==> src/rtl/shift_sequencer.sv <==
// shift_sequencer: multi-cycle shift/rotate controller built around three
// 8-bit barrel shifters with a 3-bit amount. Each request is split into
// steps of at most 7 positions applied to a working register, and the
// result is returned over a valid/ready response channel.
//
// Handshake: a transfer happens on a rising edge where valid and ready are
// both high. REQ_READY is high only in IDLE, RESP_VALID only in DONE.
// RESP_DATA holds stable while RESP_VALID waits for RESP_READY.
//
// Optional feature macro: SHIFT_SEQ_CLAMP_EN. When it is defined, the
// amount is clamped to 8 for shifts and reduced mod 8 for rotates, so the
// latency is at most 2 steps. Results are identical in both builds.

module barrelShifter_LSL (
  input  logic [7:0] data_i,
  input  logic [2:0] amt_i,
  output logic [7:0] data_o
);
  assign data_o = data_i << amt_i;
endmodule

module barrelShifter_LSR (
  input  logic [7:0] data_i,
  input  logic [2:0] amt_i,
  output logic [7:0] data_o
);
  assign data_o = data_i >> amt_i;
endmodule

module barrelShifter_ASR (
  input  logic [7:0] data_i,
  input  logic [2:0] amt_i,
  output logic [7:0] data_o
);
  assign data_o = 8'($signed(data_i) >>> amt_i);
endmodule

module shift_sequencer #(
  parameter int AMOUNT_WIDTH = 8
) (
  input  logic                    CLK,
  input  logic                    RESET,
  input  logic                    REQ_VALID,
  output logic                    REQ_READY,
  input  logic [1:0]              REQ_OP,
  input  logic [7:0]              REQ_DATA,
  input  logic [AMOUNT_WIDTH-1:0] REQ_AMOUNT,
  output logic                    RESP_VALID,
  input  logic                    RESP_READY,
  output logic [7:0]              RESP_DATA,
  output logic                    RESP_ZERO,
  output logic                    BUSY,
  output logic [1:0]              DBG_STATE
);

  localparam logic [1:0] OP_LSL = 2'b00;
  localparam logic [1:0] OP_LSR = 2'b01;
  localparam logic [1:0] OP_ASR = 2'b10;

  typedef enum logic [1:0] {
    ST_IDLE = 2'd0,
    ST_EXEC = 2'd1,
    ST_DONE = 2'd2
  } state_t;

  state_t                  state_q, state_d;
  logic [1:0]              op_q, op_d;
  logic [7:0]              work_q, work_d;
  logic [AMOUNT_WIDTH-1:0] rem_q, rem_d;

  logic [AMOUNT_WIDTH-1:0] eff_amt;
  logic [AMOUNT_WIDTH-1:0] rem_next;
  logic [2:0]              step;
  logic [2:0]              lsl_amt;
  logic [7:0]              lsl_out, lsr_out, asr_out;
  logic [7:0]              step_result;
  logic [31:0]             req_amt32;
  logic [31:0]             rem32;

  // Effective amount latched on accept; the clamp only shortens iteration.
  always_comb begin
    req_amt32 = 32'(REQ_AMOUNT);
`ifdef SHIFT_SEQ_CLAMP_EN
    if (REQ_OP == 2'b11) begin
      eff_amt = AMOUNT_WIDTH'(req_amt32 & 32'd7);
    end else if (req_amt32 > 32'd8) begin
      eff_amt = AMOUNT_WIDTH'(32'd8);
    end else begin
      eff_amt = REQ_AMOUNT;
    end
`else
    eff_amt = REQ_AMOUNT;
`endif
  end

  // Step size for this cycle and the remaining distance after it.
  always_comb begin
    rem32    = 32'(rem_q);
    step     = (rem32 > 32'd7) ? 3'd7 : rem32[2:0];
    rem_next = AMOUNT_WIDTH'(rem32 - 32'(step));
    // Rotate uses the left shifter with 8-STEP; 3'(0-STEP) is that value
    // mod 8, and STEP=0 gives 0 so the rotate passes WORK through.
    lsl_amt  = (op_q == 2'b11) ? 3'(3'd0 - step) : step;
  end

  barrelShifter_LSL u_lsl (.data_i(work_q), .amt_i(lsl_amt), .data_o(lsl_out));
  barrelShifter_LSR u_lsr (.data_i(work_q), .amt_i(step),    .data_o(lsr_out));
  barrelShifter_ASR u_asr (.data_i(work_q), .amt_i(step),    .data_o(asr_out));

  // Select the step function for the latched operation.
  always_comb begin
    case (op_q)
      OP_LSL:  step_result = lsl_out;
      OP_LSR:  step_result = lsr_out;
      OP_ASR:  step_result = asr_out;
      default: step_result = lsr_out | lsl_out;
    endcase
  end

  // Next-state logic for the IDLE -> EXEC -> DONE sequence.
  always_comb begin
    state_d = state_q;
    op_d    = op_q;
    work_d  = work_q;
    rem_d   = rem_q;
    case (state_q)
      ST_IDLE: begin
        if (REQ_VALID) begin
          state_d = ST_EXEC;
          op_d    = REQ_OP;
          work_d  = REQ_DATA;
          rem_d   = eff_amt;
        end
      end
      ST_EXEC: begin
        work_d = step_result;
        rem_d  = rem_next;
        if (rem_next == '0) begin
          state_d = ST_DONE;
        end
      end
      ST_DONE: begin
        if (RESP_READY) begin
          state_d = ST_IDLE;
        end
      end
      default: state_d = ST_IDLE;
    endcase
  end

  // State and datapath registers with synchronous reset.
  always_ff @(posedge CLK) begin
    if (RESET) begin
      state_q <= ST_IDLE;
      op_q    <= 2'b00;
      work_q  <= 8'h00;
      rem_q   <= '0;
    end else begin
      state_q <= state_d;
      op_q    <= op_d;
      work_q  <= work_d;
      rem_q   <= rem_d;
    end
  end

  assign REQ_READY  = (state_q == ST_IDLE);
  assign RESP_VALID = (state_q == ST_DONE);
  assign RESP_DATA  = work_q;
  assign RESP_ZERO  = (state_q == ST_DONE) && (work_q == 8'h00);
  assign BUSY       = (state_q != ST_IDLE);
  assign DBG_STATE  = state_q;

endmodule
==> config.mk <==
export PLATFORM = sky130hd
export DESIGN_NAME = shift_sequencer
export DESIGN_NICKNAME = d
export VERILOG_FILES = /design/src/rtl/shift_sequencer.sv
export SDC_FILE = /design/constraint.sdc
export NUM_CORES = 1
export LEC_CHECK = 0
export CAP_MARGIN = 20
export CORE_MARGIN = 8
export CORE_UTILIZATION = 30
export DETAILED_ROUTE_END_ITERATION = 10
export PLACE_DENSITY = 0.48
export RECOVER_POWER = 100
export SLEW_MARGIN = 25
export SYNTH_ARGS = -nofsm -noshare
export SYNTH_HDL_FRONTEND = slang
export SYNTH_SLANG_ARGS = --single-unit
==> constraint.sdc <==
create_clock -name CLK -period 3.38 [get_ports CLK]
set_input_delay 0.676 -clock CLK [delete_from_list [all_inputs] [get_ports CLK]]
set_output_delay 0.676 -clock CLK [all_outputs]
set_load 0.02 [all_outputs]
==> summary.log <==
INFO  clock_tree     cts.path.max_buffers=2
INFO  power          p_comb_share=49.7%
INFO  finish         layout-drive-gt1-share=9.831%
INFO  place          port_buffer_count=35
INFO  status         status=finished clean
INFO  floorplanning  die_y=95.44µm
INFO  finish         seqCellArea=400.4µm²
INFO  global_routing first_global_vias=2159
INFO  routing        drt-total-wl=6781µm
INFO  floorplanning  placeableCoreArea=6241µm²
INFO  global_routing grt_antenna_before_repair=0
INFO  worst_setup_path worst_setup_path_end_kind=register
INFO  finish         final_core_utilization=37.89%
INFO  power          seqPwrFrac=30.8%
INFO  worst_setup_path crit_type=reg2reg
INFO  finish         area_growth=24.92%
INFO  floorplanning  die_width=95.44µm
INFO  clock_tree     clk_root_buffer_cell=clkbuf_8
INFO  finish         fin_nets=320
INFO  timing         setup_violations=0
INFO  logic_synthesis yosysTopAreaCellShare=21.15%
INFO  clock_tree     cts_buffers=3
INFO  logic_synthesis number_of_synthesized_flops_with_an_enable_pin=0
INFO  clock_tree     ctsHoldBuffers=0
INFO  logic_synthesis synth_sequential_area_ratio=21.15%
INFO  routing        drtIter0Drc=167
INFO  timing         fin_skew=0.003385ns
INFO  clock_tree     clock_sink_count=20
INFO  floorplanning  start_util=30.33%
INFO  timing         rsz0062_at_grt=no
INFO  clock_tree     clkLatencyLatePin=0.27ns
INFO  logic_synthesis synth_top_cells_by_area=dfxtp_1 21%, nand2_1 8.5%, mux2i_1 7.4%
INFO  worst_setup_path startpoint_type=register
INFO  clock_tree     cts_repair_resize_count=0
INFO  global_routing grt_use_met2=27.62%
INFO  routing        detail_route.first_pass.iterations=4
INFO  floorplanning  pin_count=36
INFO  global_routing grt_pass1_wl=11340µm
INFO  place          placer_s_final_routability_congestion_estimate=0.8743
INFO  global_routing global_route_usage_over_all_layers=15.73%
INFO  global_routing gr-total-overflow=0
INFO  logic_synthesis post_synth_num_cell_types=55
INFO  hold_path      worstHoldPathType=reg2reg
INFO  timing         finalHoldViolations=0
INFO  floorplanning  fp.dieArea=9108µm²
INFO  logic_synthesis yosys_warnings=0
INFO  clock_tree     clock_tree.htree_level_count=1
INFO  logic_synthesis ys_seq_elements=20
INFO  finish         multi_input_comb_area=1373µm²
INFO  logic_synthesis mappedNetlistArea=1893µm²
INFO  logic_synthesis synth.largest_area_cell=dfxtp_1
INFO  global_routing use_met3=2.992%
INFO  power          sw_frac_of_total=43.81%
INFO  run            timing.max_cap.violations=0
INFO  logic_synthesis postSynth.asyncResetShare=0%
INFO  timing         max-slew-margin-rel=50.24%
INFO  worst_setup_path critical_path.max_fanout=11
INFO  power          internal-power=0.5840mW
INFO  routing        routed-via-count=2145
INFO  logic_synthesis synthesis.nets=293
INFO  global_routing grt_max_degree=20
INFO  power          standby_leakage_power=0.9463nW
INFO  timing         drv_slew=0
INFO  routing        post_drt_via_cell_ratio=5.766
INFO  finish         num_antenna_cells=0
INFO  timing         tightestPinTransition=0.7461ns
INFO  timing         fin_crit_sh=86.72%
INFO  power          pwr_density_cell=439.5nW/µm²
INFO  routing        postRouteAntennaNets=0
INFO  global_routing gr-max-usage-layer=met2
INFO  power          portion_of_total_power_attributed_to_the_clock_network=19.5%
INFO  logic_synthesis synth_top_flop_cell=dfxtp_1
INFO  place          place.detailed.hpwl=5041µm
INFO  power          max-vdd-ir-drop=216.4µV
INFO  worst_setup_path cp.arrival=3.08ns
INFO  clock_tree     tritoncts=done
INFO  routing        drt-wirelength-per-cell=18.23µm
INFO  timing         timing.final.crit_period=2.931ns
INFO  logic_synthesis avgSynthCellArea=7.037µm²
INFO  power          power_switching=0.4553mW
INFO  global_routing met1_usage=19.25%
INFO  clock_tree     worst_setup_hold_path_clk_slew=0.09ns
INFO  routing        residual_drc=0
INFO  finish         filler_cell_count=697
INFO  worst_setup_path timing.critical_path.required=3.53ns
INFO  clock_tree     post_cts.repair.setup_buffers=0
INFO  logic_synthesis netlist_instances=269
INFO  timing         fin_setup_tns=0ns
INFO  floorplanning  rows=29
INFO  timing         max_clock_freq=341.2MHz
critical path, stage by stage, from the launching register on:
cell	delay [ns]
dfxtp_1	0.42
nor4_4	0.60
nand2_1	0.20
inv_1	0.16
ha_1	0.13
and3b_1	0.17
a31oi_1	0.15
buf_4	0.22
mux2i_1	0.25
mux2i_1	0.11
a221oi_1	0.33
nor4_1	0.08
layout by cell type (no fill, tap or decap), types with 3 or more instances in the layout:
master,synthesis,layout
a21oi_1,17,17
or2_2,7,7
o21a_1,3,3
nor2_1,23,23
nor3_1,8,8
inv_1,5,5
o211ai_1,5,5
o21ai_0,12,12
nor2b_1,3,3
nor4_1,7,7
clkdlybuf4s50_1,0,20
and3_1,4,4
clkbuf_8,0,4
dlygate4sd3_1,0,15
buf_4,1,8
or3_1,4,4
nand2_1,43,43
a31oi_1,4,4
a221oi_1,8,8
nand2b_1,5,5
nand3_1,7,7
a21boi_0,5,5
dfxtp_1,20,20
mux2i_1,14,14
registers in the layout, summed over array words and instances, names as in the netlist:
register and flops:
rem_q 8, DBG_STATE 2, RESP_DATA 8, op_q 2
power by group through the flow:
stage	Sequential (mW)	Combinational [mW]	Clock, mW
2_1_floorplan	0.297	0.382	0
3_3_place_gp	0.326	0.523	0
3_5_place_dp	0.326	0.523	0
4_1_cts	0.320	0.525	0.204
5_1_grt	0.327	0.575	0.216
6_report	0.320	0.517	0.203
logic make-up (layout without fill, tap and decap cells):
family                     Yosys count  count (layout)  share of synthesized area [%]
and+or+nand+nor                    126             126                          34.17
DFF                                 20              20                          21.15
muxes                               16              16                          9.187
AOI/OAI and AO/OA                   75              75                          27.56
buffers and inverters               29              55                          6.147
xor gates and xnor gates             1               1                         0.4627
adders and majority gates            2               2                          1.322
metal layers:
metal | up-vias | part of all wire, %
li1 | 1039 | -
met1 | 1039 | 43
met2 | 59 | 50
met3 | 8 | 5.1
met4 | 0 | 1.7
met5 | - | 0
worst paths after layout:
kind | startpoint | end | slack (ns) | cells after the start
worst max-delay path | rem_q[3]$_SDFFE_PP0P_ | RESP_DATA[7]$_SDFFE_PP0P_ | 0.45 | 11
worst max register to register | rem_q[3]$_SDFFE_PP0P_ | RESP_DATA[7]$_SDFFE_PP0P_ | 0.45 | 11
worst min-delay path | op_q[1]$_SDFFE_PP0P_ | op_q[1]$_SDFFE_PP0P_ | 0.59 | 2
worst min register to register | op_q[1]$_SDFFE_PP0P_ | op_q[1]$_SDFFE_PP0P_ | 0.59 | 2
layout make-up:
class                      count  area share, %
multi-input combinational    220          58.04
timing repair buffer          45          17.67
tap                           77          4.074
inverter                       6         0.9524
sequential                    20          16.93
clock buffer                   4          2.328
synthesized netlist by cell type, types with 7 or more instances:
cell       n
a21oi_1   17
clkbuf_1  19
nor4_1     7
nand3_1    7
o21ai_0   12
mux2i_1   14
nor3_1     8
nor2_1    23
nand2_1   43
or2_2      7
dfxtp_1   20
a221oi_1   8
stage by stage:
step           hold WS (ns)  area [µm²]  std cells  power [mW]  setup slack, ns
3_3_place_gp         0.5714        2321        368      0.8489           0.6058
2_1_floorplan        0.4861        1893        269      0.6791           0.5821
5_1_grt              0.6227        2365        372       1.119           0.1901
3_5_place_dp         0.5702        2321        368      0.8490           0.4966
4_1_cts              0.5834        2376        372       1.050           0.4723
6_report             0.5910        2365        372       1.039           0.4490
Power figures use the tool's default switching activity.
